--- config.mk ---
export PLATFORM = sky130hd
export DESIGN_NAME = seq_multiplier
export DESIGN_NICKNAME = d
export VERILOG_FILES = /design/src/rtl/seq_multiplier.sv
export SDC_FILE = /design/constraint.sdc
export NUM_CORES = 1
export LEC_CHECK = 0
export BUFFER_PORTS_ARGS = -buffer_cell sky130_fd_sc_hd__buf_2
export CORE_ASPECT_RATIO = 0.75
export CORE_MARGIN = 2
export CORE_UTILIZATION = 59
export CTS_CLUSTER_SIZE = 25
export DETAILED_ROUTE_END_ITERATION = 8
export GPL_TIMING_DRIVEN = 0
export PLACE_DENSITY_LB_ADDON = 0.3
export SLEW_MARGIN = 20
export SYNTH_ARGS = -nofsm -noshare
export SYNTH_HDL_FRONTEND = slang
export SYNTH_SLANG_ARGS = --single-unit
--- constraint.sdc ---
create_clock -name clk -period 4.1 [get_ports clk]
set_clock_uncertainty 0.15 [all_clocks]
set_input_delay 0.205 -clock clk [delete_from_list [all_inputs] [get_ports clk]]
set_output_delay 0.205 -clock clk [all_outputs]
set_load 0.005 [all_outputs]
--- src/rtl/seq_multiplier.sv ---
`default_nettype none
// +----------------------------------------------------------------------------+
// | Module      : seq_multiplier                                               |
// | Description : Iterative add-shift multiplier, one partial product per      |
// |               cycle, WIDTH cycles from accept to result. Optional two's    |
// |               complement mode enabled by defining MULT_SIGNED_EN.          |
// | Revision    : 1.0 - initial release                                        |
// +----------------------------------------------------------------------------+

module seq_multiplier #(
  parameter int WIDTH = 16
) (
  input  logic                 clk,
  input  logic                 rst,
  input  logic                 i_start,
  input  logic [WIDTH-1:0]     i_multiplicand,
  input  logic [WIDTH-1:0]     i_multiplier,
  input  logic                 i_signed,
  output logic                 o_busy,
  output logic                 o_done,
  output logic [2*WIDTH-1:0]   o_product
);

  localparam int                 c_CNT_W     = $clog2(WIDTH) + 1;
  localparam logic [c_CNT_W-1:0] c_LAST_STEP = c_CNT_W'(WIDTH - 1);
  localparam logic [c_CNT_W-1:0] c_CNT_ONE   = c_CNT_W'(1);

  typedef enum logic [1:0] {
    S_IDLE    = 2'd0,
    S_COMPUTE = 2'd1,
    S_DONE    = 2'd2
  } state_t;

  state_t               r_state;
  state_t               w_state_next;
  logic                 w_accept;
  logic                 w_last;
  logic                 w_sext;
  logic                 w_neg_step;

  logic [c_CNT_W-1:0]   r_cnt;
  logic [2*WIDTH-1:0]   r_mcand;
  logic [WIDTH-1:0]     r_mplier;
  logic [2*WIDTH-1:0]   r_acc;
  logic [2*WIDTH-1:0]   r_product;
  logic                 r_busy;
  logic                 r_done;

  logic [2*WIDTH-1:0]   w_addend;
  logic [2*WIDTH-1:0]   w_acc_next;

  assign w_last = (r_state == S_COMPUTE) && (r_cnt == c_LAST_STEP);

`ifdef MULT_SIGNED_EN
  logic r_signed;

  // The multiplier MSB carries weight -2^(WIDTH-1) in signed mode, so the
  // final step subtracts its partial product instead of adding it.
  assign w_sext     = i_signed & i_multiplicand[WIDTH-1];
  assign w_neg_step = r_signed & w_last;

  always_ff @(posedge clk) begin
    if (rst) begin
      r_signed <= 1'b0;
    end else if (w_accept) begin
      r_signed <= i_signed;
    end
  end
`else
  logic w_unused_signed;

  assign w_unused_signed = i_signed;
  assign w_sext          = 1'b0;
  assign w_neg_step      = 1'b0;
`endif

  always_ff @(posedge clk) begin
    if (rst) begin
      r_state <= S_IDLE;
    end else begin
      r_state <= w_state_next;
    end
  end

  always_comb begin
    w_state_next = r_state;
    w_accept     = 1'b0;
    case (r_state)
      S_IDLE: begin
        if (i_start) begin
          w_state_next = S_COMPUTE;
          w_accept     = 1'b1;
        end
      end
      S_COMPUTE: begin
        if (w_last) begin
          w_state_next = S_DONE;
        end
      end
      S_DONE: begin
        // Holding start keeps us here so a long request is one operation.
        if (!i_start) begin
          w_state_next = S_IDLE;
        end
      end
      default: begin
        w_state_next = S_IDLE;
      end
    endcase
  end

  assign w_addend   = r_mplier[0] ? r_mcand : '0;
  assign w_acc_next = w_neg_step ? (r_acc - w_addend) : (r_acc + w_addend);

  always_ff @(posedge clk) begin
    if (rst) begin
      r_cnt     <= '0;
      r_mcand   <= '0;
      r_mplier  <= '0;
      r_acc     <= '0;
      r_product <= '0;
    end else if (w_accept) begin
      r_cnt    <= '0;
      r_mcand  <= {{WIDTH{w_sext}}, i_multiplicand};
      r_mplier <= i_multiplier;
      r_acc    <= '0;
    end else if (r_state == S_COMPUTE) begin
      r_cnt    <= r_cnt + c_CNT_ONE;
      r_mcand  <= r_mcand << 1;
      r_mplier <= r_mplier >> 1;
      r_acc    <= w_acc_next;
      // Only the completed sum reaches the output register.
      if (w_last) begin
        r_product <= w_acc_next;
      end
    end
  end

  always_ff @(posedge clk) begin
    if (rst) begin
      r_busy <= 1'b0;
      r_done <= 1'b0;
    end else begin
      r_busy <= (w_state_next == S_COMPUTE);
      r_done <= (w_state_next == S_DONE);
    end
  end

  assign o_busy    = r_busy;
  assign o_done    = r_done;
  assign o_product = r_product;

endmodule

`default_nettype wire
== After elaboration in Yosys (flattened, before gate mapping) ==
Cells that the tools add are included.

* Flip-flop bits (word level): 121
* Bits of input ports: 36
* Output and inout port bits: 34
* Logic and storage cells: 33

* Add/subtract/negate cells: 2
* Equality and inequality tests: 5
* Mux-type cells: 11
* Bitwise gates (word level): 1
* Reductions and logical operators: 5

{| class="wikitable"
|+ Operators with widths
! kind !! number
|-
| $mux W16 || 4
|-
| $add A32 B32 Y32 || 1
|-
| $mux W32 || 1
|-
| $mux W2 || 3
|-
| $pmux W2 S3 || 1
|-
| $add A5 B1 Y5 const B || 1
|-
| $eq A5 B4 Y1 const B || 1
|-
| $eq A2 B1 Y1 const B || 2
|-
| $eq A2 B2 Y1 const B || 2
|-
| $reduce_and A3 Y1 || 1
|-
| $logic_not A2 Y1 || 1
|-
| $mux W1 || 2
|-
| $reduce_bool A2 Y1 || 1
|-
| $reduce_or A2 Y1 || 1
|-
| $logic_and A1 B1 Y1 || 1
|-
| $not A1 Y1 || 1
|}

== Logic depth before layout (Yosys ltp) ==
Gate-level depths: netlist (run 1).

* Depth after elaboration: 5
* Mapped depth: 13
* Depth with buffers taken out: 11

== Least setup slack after synthesis (run 1) ==
No wires, ideal clock.

* Kind: reg2reg
* Start point: register r_mplier[0]
* End point: register r_product[30], in the netlist o_product[30]
* Library setup time: 0.062 ns
* Arrival: 2.909 ns
* Required time: 3.888 ns
* Slack: 0.978 ns
* Stages on the path, launching flop included: 14
* Buffers on the path: 2
* Period minus slack after synthesis: 3.122 ns
* Cells stage by stage: dfxtp_1 clkbuf_1 and2_1 ha_1 fa_1 a21o_1 nand4_1 a2111oi_2 or3_1 buf_6 a21oi_4 o211ai_2 or4_1 nand3_1

* Longest elaborated chain between the ends: 2

{| class="wikitable"
|+ Ends and longest elaborated chain
! item !! line !! source
|-
| from (decl) || 43 || <nowiki>logic [WIDTH-1:0] r_mplier;</nowiki>
|-
| from (signal assigned) || 125 || <nowiki>r_mplier <= i_multiplier;</nowiki>
|-
| from (signal assigned) || 130 || <nowiki>r_mplier <= r_mplier >> 1;</nowiki>
|-
| $mux W32 || 112 || <nowiki>assign w_addend = r_mplier[0] ? r_mcand : '0;</nowiki>
|-
| $add A32 B32 Y32 || 113 || <nowiki>assign w_acc_next = w_neg_step ? (r_acc - w_addend) : (r_acc + w_addend);</nowiki>
|-
| to (signal assigned) || 134 || <nowiki>r_product <= w_acc_next;</nowiki>
|-
| to (decl) || 45 || <nowiki>logic [2*WIDTH-1:0] r_product;</nowiki>
|}

Every way passes these cells.
A chain may end at the register's enable or synchronous reset.

== Worst setup path in the final report (run 1) ==
* Start point: register r_mplier[0]
* End point: register r_acc[16]

* Longest elaborated chain between the ends: 2

{| class="wikitable"
|+ Ends and longest elaborated chain
! item !! line !! source
|-
| $mux W32 || 112 ||
|-
| $add A32 B32 Y32 || 113 ||
|-
| to (signal assigned) || 131 || <nowiki>r_acc <= w_acc_next;</nowiki>
|-
| to (decl) || 44 || <nowiki>logic [2*WIDTH-1:0] r_acc;</nowiki>
|}

Every way passes these cells.

==> reports/results.txt, run 1 <==
Die width: 125.7 um
Avg WL per Cell: 17.55 um
Clock transition at path regs: 0.06 ns
Peak supply drop: 0.3417 mV
RSZ-0062 raised after global routing: false
Pin count of the biggest net entering global routing: 17
Die Span Y: 95.24 um
Final setup viols: 0
Distinct cells, synth: 65
Routed Antenna Nets: 0
Switching share of power: 25.97%
Routed vias: 6,880
Sequential power share: 41.1%
Static leakage: 0.003259 uW
GRT Total Usage: 32.33%
Final nets: 1,033
Grt ovf: 0
Worst Tran Pin Value: 0.8117 ns
Vias in the first global route: 6,045
Total nets after synthesis: 913
GRT met2 Usage: 50.23%
Crit path max fanout: 10
Final Max Slew Viols: 0
Clock tree root buffer cell: clkbuf_16
Drc violations: 0
Num CTS Buffers: 17
CP endpoint kind: flip-flop
Final hold violation count: 0
Global route hottest layer: met2
Power, Total: 2972 uW
CTS tree: built
Required time of the critical path: 4.26 ns
Number of DRC markers in iteration 0: 883
Maximum capacitance violations: 0
Final period util: 96.25%
Slowest CP cell: o22ai_1
Initial antenna violation count: 0
Arrival @ worst endpoint: 4.11 ns
Worst-Skew Late Latency: 0.43 ns
Buffers on Ports: 68
DP HPWL: 13,280 um
Setup TNS: 0 ns
Async S/R FF share, synth: 0%
CP Cell Sequence: clkbuf_1, and2_1, ha_1, fa_1, a21o_1, nand4_1, a21boi_0, a211o_2, a21oi_2, o22ai_1, mux2i_1, a311o_1
Critical Path Source Type: flip-flop
Share of layout cells above drive strength 1: 12.50%
Syn Inst Count: 843
CTS Buffer Depth: 2
Gpl congestion: 0.9664
YS warnings: 0
Pint: 2200 uW
Main synth FF type: dfxtp_1
Tmin final: 3.946 ns
First-pass GRT wire length: 30,400 um
Met1 GRT Util: 42.92%
P_sw: 771.7 uW
CP Class: flip-flop to flip-flop
Gate power share: 8.2%
Post-Syn Area: 6549 um^2
Final WL: 19,580 um
Vias/cell: 6.165
Maximum clock rate: 253.4 MHz
H-tree depth: 4
Area Growth Syn to Fin: 21.93%
Clock sink total: 121
I/O pin count: 70
FF+latch count, synth: 121
Hold crit path type: primary input to flip-flop
Status: finished, final reports clean
Clock power share: 50.6%
Pre-antenna DRT Iters: 6
Postcts setup bufs: 0
Row count: 33
# diodes: 0
Avg Inst Size Synth: 7.768 um^2
Met3 usage in global routing: 7.912%
CORE AREA: 10,860 um^2
Power per cell area: 372.2 nW/um^2
Slew headroom: 45.89%
Starting Density: 60.31%
Area of the die: 11,970 um^2
Sequential share of the synthesized area: 36.99%
Post-synth EDFFs: 0
Critical Path Max Stage Delay: 0.53 ns
placed cells by master (no fill, tap or decap), types with 5 or more instances in the layout:
| cell | netlist | routed |
|---|---|---|
| o21a_1 | 6 | 6 |
| inv_1 | 5 | 5 |
| nand2b_1 | 9 | 9 |
| and2_1 | 34 | 34 |
| clkinv_4 | 0 | 5 |
| or4_1 | 12 | 12 |
| nand4_1 | 16 | 16 |
| dfxtp_1 | 121 | 121 |
| buf_1 | 14 | 14 |
| a21oi_1 | 113 | 113 |
| xnor2_1 | 11 | 11 |
| nand2_1 | 174 | 174 |
| xor2_1 | 9 | 9 |
| a22oi_1 | 30 | 30 |
| nor3_1 | 16 | 16 |
| a31oi_1 | 12 | 12 |
| ha_1 | 33 | 33 |
| nand3_1 | 31 | 31 |
| nor2_1 | 34 | 34 |
| o21ai_0 | 13 | 12 |
| clkbuf_1 | 50 | 51 |
| buf_2 | 3 | 71 |
| mux2i_1 | 5 | 5 |
| a21o_1 | 17 | 17 |
| a211oi_1 | 7 | 7 |
| dlygate4sd3_1 | 0 | 33 |
| clkbuf_16 | 0 | 17 |
stage by stage:
| stage | hold slack (ns) | area [um^2] | std cells | util (%) | setup slack, ns |
|---|---|---|---|---|---|
| global route | 0.04742 | 7985 | 1116 | 73.53 | 0.05108 |
| floorplan | 0.1936 | 6549 | 843 | - | 0.9784 |
| detailed placement | 0.2889 | 7064 | 1051 | 65.05 | 0.3410 |
| finish | 0.03024 | 7985 | 1116 | 73.53 | 0.1537 |
| CTS | 0.03552 | 7985 | 1116 | 73.53 | 0.2690 |
| global placement | 0.2857 | 7064 | 1051 | 65.05 | 0.4145 |
power groups by stage:
stage	logic, uW	clock network [uW]	registers (uW)
after floorplan	133	0	1240
after detailed placement	205	0	1250
after global routing	262	1550	1230
after global placement	202	0	1250
after CTS	233	1490	1220
final	244	1510	1220
worst max-delay path, delay by kind of cell (launching register included):
| kind | cells | cell delay [ns] |
|---|---|---|
| buf+inv | 1 | 0.36 |
| fa+ha+maj | 2 | 0.48 |
| compound gates | 6 | 1.80 |
| simple gates | 2 | 0.37 |
| mux | 1 | 0.20 |
| flops | 1 | 0.46 |
cells by family (layout without fill, tap and decap cells):
family,Yosys count,count (layout),synth area share (%)
AOI/OAI and AO/OA,232,232,22.47
xor gates and xnor gates,20,20,2.675
adders and majority gates,34,34,6.611
buffers and inverters,74,207,4.471
DFF,121,121,36.99
muxes,5,5,0.7643
and+or+nand+nor,357,357,26.02
final cells by class:
class	instances	area [um^2]
Tap cell	140	175.2
Multi-Input combinational cell	648	3834
Inverter	5	18.77
Fill cell	796	2874
Buffer	69	274.0
Clock buffer	19	442.9
Sequential cell	121	2422
Timing Repair Buffer	101	670.6
Clock inverter	13	147.6
what timing repair did:
item / 4_1_cts / 5_1_grt
endpoints found under the setup margin: 0 / 1
hold endpoints to repair: 34 / 0
hold buffers: 33 / 0
gates resized for setup: 0 / 1
metal layers:
layer	wire length (um)	up-vias
li1	-	3258
met1	8484	3154
met2	8513	405
met3	2054	63
met4	531	0
met5	0	-
synthesized netlist by cell type, types with 2 or more instances:
library cell  count  area, um^2
and3_1            4       25.02
a22oi_1          30       225.2
or3_1             3       18.77
nand2b_1          9       56.30
nand2_1         174       653.1
or2_2             3       18.77
buf_2             3       15.01
nor2b_1           4       25.02
a31oi_1          12       75.07
nand4_1          16       100.1
clkbuf_1         50       187.7
o22ai_1           3       18.77
a211oi_1          7       52.55
o211ai_2          2       25.02
and4_1            4       35.03
xor2_1            9       78.83
or4_1            12       90.09
a21o_1           17       127.6
and2_1           34       212.7
o21a_1            6       45.04
xnor2_1          11       96.34
o21ai_0          13       65.06
nor4b_1           4       35.03
a311o_1           2       20.02
nor2_1           34       127.6
o31ai_1           3       22.52
mux2i_1           5       50.05
nor3_1           16       80.08
a21oi_1         113       565.5
buf_1            14       52.55
o41ai_1           2       17.52
nand3_1          31       155.2
dfxtp_1         121        2422
inv_1             5       18.77
a221oi_1          2       17.52
ha_1             33       412.9
nor4_1            3       18.77
a41oi_1           2       17.52
sequential cells by signal, indices dropped and copies added (netlist names):
register / count
o_busy: 1
o_done: 1
o_product: 32
r_acc: 32
r_cnt: 5
r_mcand: 32
r_mplier: 16
r_state: 2
final timing paths:
kind                                  start                          to  slack, ns  cells past startpoint
hold / removal                          rst  o_product[25]$_SDFFE_PP0P_       0.03                      3
hold reg to reg   o_product[7]$_SDFFE_PP0P_   o_product[7]$_SDFFE_PP0P_       0.30                      2
setup reg to reg   r_mplier[0]$_SDFFE_PP0P_      r_acc[16]$_SDFFE_PP0N_       0.15                     12
setup / recovery   r_mplier[0]$_SDFFE_PP0P_      r_acc[16]$_SDFFE_PP0N_       0.15                     12
(Power assumes the default switching activity.)
==> inputs of run 2 (changes only) <==
--- a/config.mk
+++ b/config.mk
@@ -5,10 +5,11 @@
 export SDC_FILE = /design/constraint.sdc
 export NUM_CORES = 1
 export LEC_CHECK = 0
+export ABC_AREA = 1
 export BUFFER_PORTS_ARGS = -buffer_cell sky130_fd_sc_hd__buf_2
 export CORE_ASPECT_RATIO = 0.75
 export CORE_MARGIN = 2
-export CORE_UTILIZATION = 59
+export CORE_UTILIZATION = 60
 export CTS_CLUSTER_SIZE = 25
 export DETAILED_ROUTE_END_ITERATION = 8
 export GPL_TIMING_DRIVEN = 0
==> run 2 against run 1 <==
Compared with the run above:
- utilization increased by 1.6 points
- via count increased by 14%
- sequential cell count unchanged
- fmax increased by 22%
- power increased by 6.3%
- sequential share of layout area decreased by 2.9 points
- area after synthesis increased by 12%
- global-route usage increased by 1.3 points
- combinational power increased by 30%
- register-to-register slack improved by 0.72 ns
- wire length increased by 9.4%
==> reports/results.txt, run 2 <==
Setup TNS: 0 ns
Vias/cell: 5.334
Required time of the critical path: 4.28 ns
Pint: 2326 uW
RR Startpoint: r_mplier[0]$_SDFFE_PP0P_
Row count: 34
Grt ovf: 0
Clock sink total: 121
Number of DRC markers in iteration 0: 882
Share of the synthesized area in the top cell type: 33.08%
Syn Inst Count: 1,178
Slowest CP cell: clkbuf_1
Pin count of the biggest net entering global routing: 17
Starting Density: 62.36%
Count leader, synth: nand2_1
CP Class: flip-flop to flip-flop
Peak supply drop: 0.3234 mV
Postcts setup bufs: 0
Die Span Y: 99.67 um
Worst-Skew Late Latency: 0.43 ns
Pre-antenna DRT Iters: 7
Worst Hold Path EP: r_acc[0]$_SDFFE_PP0N_
Num CTS Buffers: 17
FF+latch count, synth: 121
CORE AREA: 11,740 um^2
H-tree depth: 4
Clock transition at path regs: 0.06 ns
Status: finished, final reports clean
Final setup viols: 0
Async S/R FF share, synth: 0%
Final nets: 1,369
Hold Crit Start: r_acc[0]$_SDFFE_PP0N_
Die width: 131.6 um
Final hold violation count: 0
Post-Syn Area: 7322 um^2
Hold_ws: 0.3237 ns
Worst Path Buf+Inv: 4
Static leakage: 0.004883 uW
Gate power share: 10.0%
Share of layout cells above drive strength 1: 11.43%
Power per cell area: 357.9 nW/um^2
CP Cell Sequence: clkbuf_1, clkbuf_1, nand2_1, inv_1, ha_1, fa_1, nand3_1, nand3_1, nand3_1, nand3_2, nand2_1, nand3_1, nand3_1, nand2_1, inv_1
Final Max Slew Viols: 0
Critical Path Source Type: flip-flop
Switching share of power: 26.34%
Power, Total: 3158 uW
Maximum capacitance violations: 0
Clock power share: 50.4%
Drc violations: 0
CTS tree: built
Area Growth Syn to Fin: 20.52%
Commonest non-fill, non-tap cell in the layout: nand2_1
Initial antenna violation count: 0
Most frequent CP cell: nand3_1
GRT Total Usage: 33.59%
YS warnings: 0
Final period util: 78.76%
Gpl congestion: 1.009
First-pass GRT wire length: 34,990 um
CTS Buffer Depth: 2
Synth area leaders: dfxtp_1 (33%), nand2_1 (22%), inv_1 (11%)
Critical Path Max Stage Delay: 0.44 ns
P_sw: 831.7 uW
Vias in the first global route: 7,289
Post-synth EDFFs: 0
Area of the die: 13,110 um^2
Distinct cells, synth: 32
Most frequent cells in the layout: nand2_1 (421), inv_1 (206), dfxtp_1 (121)
Synth area leader: dfxtp_1
Buffers on Ports: 68
Worst reg2reg setup slack: 0.87 ns
Crit path max fanout: 10
Sequential share of the synthesized area: 33.08%
Synth top cells by count: nand2_1 (421), inv_1 (206), dfxtp_1 (121)
Hold crit path type: flip-flop to flip-flop
Total nets after synthesis: 1,248
DP HPWL: 14,830 um
CP endpoint kind: flip-flop
I/O pin count: 70
Clock tree root buffer cell: clkbuf_16
FF-to-FF path depth: 15
Avg Inst Size Synth: 6.216 um^2
Sequential power share: 39.5%
Tmin final: 3.229 ns
FF-to-FF End: r_acc[28]$_SDFFE_PP0N_
Worst Tran Pin Value: 0.6396 ns
Avg WL per Cell: 14.54 um
Arrival @ worst endpoint: 3.41 ns
# diodes: 0
Post-Route Utilization: 75.16%
Slew headroom: 57.36%
Hold path depth: 2
Final WL: 21,430 um
Placed instance count: 1,408
Top delay family on crit path: simple AND/OR/NAND/NOR gates
Main synth FF type: dfxtp_1
Non-Filler Instances: 1,474
RSZ-0062 raised after global routing: false
Maximum clock rate: 309.7 MHz
Routed Antenna Nets: 0
Routed vias: 7,862
## run 2: power by group through the flow
stage	combinational (uW)	sequential, uW	clock (uW)
after detailed placement	278	1270	0
final	317	1250	1590
after CTS	305	1250	1580
after global routing	350	1250	1640
after global placement	271	1270	0
after floorplan	198	1260	0
## run 2: kinds of logic (layout without fill, tap and decap cells)
family,after synthesis,after routing,share of synthesized area (%)
compound gates,143,143,11.60
buf+inv,255,389,13.45
xor+xnor,16,16,1.914
fa+ha+maj,34,34,5.913
flops,121,121,33.08
simple gates,609,609,34.04
## run 2: worst max-delay path by stage
stage / startpoint / endpoint / cells after the start
floorplan: r_mplier[0]$_SDFFE_PP0P_ / r_acc[20]$_SDFFE_PP0N_ / 16
global placement: r_mplier[0]$_SDFFE_PP0P_ / o_product[24]$_SDFFE_PP0P_ / 15
detailed placement: r_mplier[0]$_SDFFE_PP0P_ / o_product[24]$_SDFFE_PP0P_ / 15
CTS: r_mplier[0]$_SDFFE_PP0P_ / r_acc[28]$_SDFFE_PP0N_ / 15
global route: r_mplier[0]$_SDFFE_PP0P_ / r_acc[28]$_SDFFE_PP0N_ / 15
finish: r_mplier[0]$_SDFFE_PP0P_ / r_acc[28]$_SDFFE_PP0N_ / 15
## run 2: area by class of cell
cell class / count / area (um^2)
multi-input combinational: 802 / 3915
fill: 921 / 2917
sequential: 121 / 2422
inverter: 213 / 799.5
timing repair buffer: 102 / 680.7
clock buffer: 19 / 452.9
tap: 162 / 202.7
buffer: 42 / 185.2
clock inverter: 13 / 166.4
## run 2: tightest hold or removal path, cell delays in order, from the launching register on
cell,delay (ns)
dfxtp_1,0.31
nand2_1,0.06
a21oi_1,0.06
## run 2: repair_timing
action,in CTS,in global routing
hold endpoints to repair,37,0
hold buffers,34,0
setup endpoints to repair,0,0
resized for setup,0,0
## run 2: through the flow
stage / area, um^2 / setup WS [ns]
2_1_floorplan: 7322 / 1.768
3_3_place_gp: 7865 / 1.101
3_5_place_dp: 7865 / 1.038
4_1_cts: 8825 / 0.9876
5_1_grt: 8825 / 0.7038
6_report: 8825 / 0.8707
## run 2: per-layer routing
layer	share of wire (%)	up-vias	track usage (%)
met5	0	-	0
met4	2.7	0	13.04
met3	11	60	9.276
met2	42	420	51.63
met1	45	3514	45.16
li1	-	3868	-
==> inputs of run 3 (changes only) <==
--- a/config.mk
+++ b/config.mk
@@ -5,11 +5,11 @@
 export SDC_FILE = /design/constraint.sdc
 export NUM_CORES = 1
 export LEC_CHECK = 0
-export ABC_AREA = 1
+export ABC_AREA = 0
 export BUFFER_PORTS_ARGS = -buffer_cell sky130_fd_sc_hd__buf_2
 export CORE_ASPECT_RATIO = 0.75
 export CORE_MARGIN = 2
-export CORE_UTILIZATION = 60
+export CORE_UTILIZATION = 53
 export CTS_CLUSTER_SIZE = 25
 export DETAILED_ROUTE_END_ITERATION = 8
 export GPL_TIMING_DRIVEN = 0
==> constraint.sdc (replaced) <==
create_clock -name clk -period 2.8 [get_ports clk]
set_clock_uncertainty 0.15 [all_clocks]
set_input_delay 0.14 -clock clk [delete_from_list [all_inputs] [get_ports clk]]
set_output_delay 0.14 -clock clk [all_outputs]
set_load 0.005 [all_outputs]
==> run 3 against run 2 <==
Compared with the run above:
- the flow now finishes with violations (setup timing)
- final cell count is 20% lower
- non-clock buffer count is 60 higher
- die area is 1.2% higher
- worst hold slack worse by 0.29 ns
- utilization hardly changed
- sequential share of layout area is 0.95 points lower
- sequential power is 43% higher
- register-to-register slack worse by 1.4 ns
==> reports/results.txt, run 3 (synthesis results as in run 1) <==
Status: finished with violations
Failing checks: setup timing
Peak supply drop: 0.4376 mV
Pin count of the biggest net entering global routing: 17
Initial antenna violation count: 0
Static leakage: 0.003666 uW
Clock transition at path regs: 0.07 ns
Final WL: 24,110 um
Die width: 132.4 um
First-pass GRT wire length: 34,420 um
Area of the die: 13,270 um^2
Final nets: 1,067
CTS tree: built
Final setup margin: -0.4979 ns
Slew headroom: 46.93%
Crit path max fanout: 10
Required time of the critical path: 3.03 ns
Tmin final: 3.298 ns
DP HPWL: 13,580 um
Final hold violation count: 0
Final Max Slew Viols: 0
Vias in the first global route: 6,740
RSZ-0062 raised after global routing: true
CP endpoint kind: flip-flop
Worst Tran Pin Value: 0.7960 ns
I/O pin count: 70
CTS Buffer Depth: 2
Worst-Skew Late Latency: 0.44 ns
H-tree depth: 4
Gate power share: 9.1%
Sequential power share: 41.1%
Pre-antenna DRT Iters: 6
Vias/cell: 6.275
Row count: 35
Clock tree root buffer cell: clkbuf_16
Maximum clock rate: 303.2 MHz
Avg WL per Cell: 20.50 um
Switching share of power: 29.30%
Critical Path Source Type: flip-flop
Starting Density: 53.79%
GRT Total Usage: 32.93%
Buffers on Ports: 68
CORE AREA: 12,170 um^2
Commonest non-fill, non-tap cell in the layout: nand2_1
Final setup viols: 48
Area Growth Syn to Fin: 39.78%
# diodes: 0
Power per cell area: 476.4 nW/um^2
Setup TNS: -13.17 ns
Share of layout cells above drive strength 1: 26.44%
Grt ovf: 0
Final period util: 117.8%
Routed vias: 7,379
Clock sink total: 121
Clock power share: 49.8%
Maximum capacitance violations: 0
Post-Route Utilization: 75.19%
Num CTS Buffers: 17
Die Span Y: 100.3 um
P_sw: 1278 uW
Non-Filler Instances: 1,176
Gpl congestion: 0.9502
Most frequent cells in the layout: nand2_1 (171), dfxtp_1 (120), a21oi_1 (92)
Power, Total: 4361 uW
Drc violations: 0
Placed instance count: 1,077
Hold crit path type: primary input to flip-flop
Post-Place Worst Slack: -0.5512 ns
CP Class: flip-flop to flip-flop
Pint: 3083 uW
Routed Antenna Nets: 0
Number of DRC markers in iteration 0: 770
Arrival @ worst endpoint: 3.53 ns
run 3: cell count changes in the layout (fill, tap and decap cells not counted), moves of 13 or more:
| cell | previous run | this run |
|---|---|---|
| a21oi_1 | 49 | 92 |
| a21oi_2 | 0 | 16 |
| a22oi_1 | 0 | 30 |
| a31oi_1 | 30 | 8 |
| and2_1 | 0 | 29 |
| buf_2 | 84 | 69 |
| buf_4 | 0 | 31 |
| ha_1 | 33 | 20 |
| inv_1 | 206 | 4 |
| nand2_1 | 421 | 171 |
| nand3_1 | 61 | 28 |
| nand4_1 | 3 | 16 |
| nor2_1 | 93 | 32 |
| o21bai_1 | 13 | 0 |
run 3: worst max-delay path, stage by stage, from the launching register on:
cell and delay [ns]:
dfxtp_4 0.38, clkbuf_8 0.17, and2_1 0.17, ha_1 0.29
buf_6 0.16, a21oi_4 0.19, o21ai_2 0.10, a22o_1 0.19
or3_4 0.41, a21oi_4 0.25, o211ai_2 0.15, or4_1 0.53
nand3_1 0.08
run 3: worst paths after layout:
check,endpoint,from,depth (start not counted),slack (ns)
setup / recovery,o_product[30]$_SDFFE_PP0P_,r_mplier[0]$_SDFFE_PP0P_,12,-0.50
hold / removal,o_product[25]$_SDFFE_PP0P_,rst,3,0.03
setup reg to reg,o_product[30]$_SDFFE_PP0P_,r_mplier[0]$_SDFFE_PP0P_,12,-0.50
hold reg to reg,o_product[19]$_SDFFE_PP0P_,o_product[19]$_SDFFE_PP0P_,2,0.30
run 3: routing by layer:
layer | GRT usage [%] | routed length [um] | vias up | part of all wire (%)
met2 | 50.98 | 10750 | 488 | 45
met1 | 43.61 | 9760 | 3450 | 40
met4 | 14.39 | 1219 | 0 | 5.1
met5 | 0 | 0 | - | 0
met3 | 8.687 | 2375 | 132 | 9.9
li1 | - | - | 3309 | -
run 3: cell type report:
class	count	area, um^2
plain buffers	65	332.8
repair buffers	139	985.9
multi-input cells	648	4601
inverters	5	18.77
well taps	166	207.7
clock buffers	17	425.4
clock inverters	15	156.4
flip-flops and latches	121	2426
fillers	853	3020
run 3: per-stage QoR:
stage	instance area [um^2]	hold slack (ns)
floorplan	6620	0.1286
finish	9154	0.03059
CTS	8662	0.007476
global route	9154	0.03080
detailed placement	7168	0.2334
global placement	7168	0.2181
run 3: power groups by stage:
stage	Clock (uW)	Sequential, uW	Combinational (uW)
floorplan	0	1820	198
global placement	0	1830	305
detailed placement	0	1830	308
CTS	2160	1790	359
global route	2250	1800	425
finish	2170	1790	396
run 3: what timing repair did:
action                     4_1_cts  5_1_grt
pin swaps                       30       52
hold endpoints to repair        34        0
resized for setup               72       88
hold buffers                    33        0
setup endpoints to repair       50       70
setup buffers                   27       16
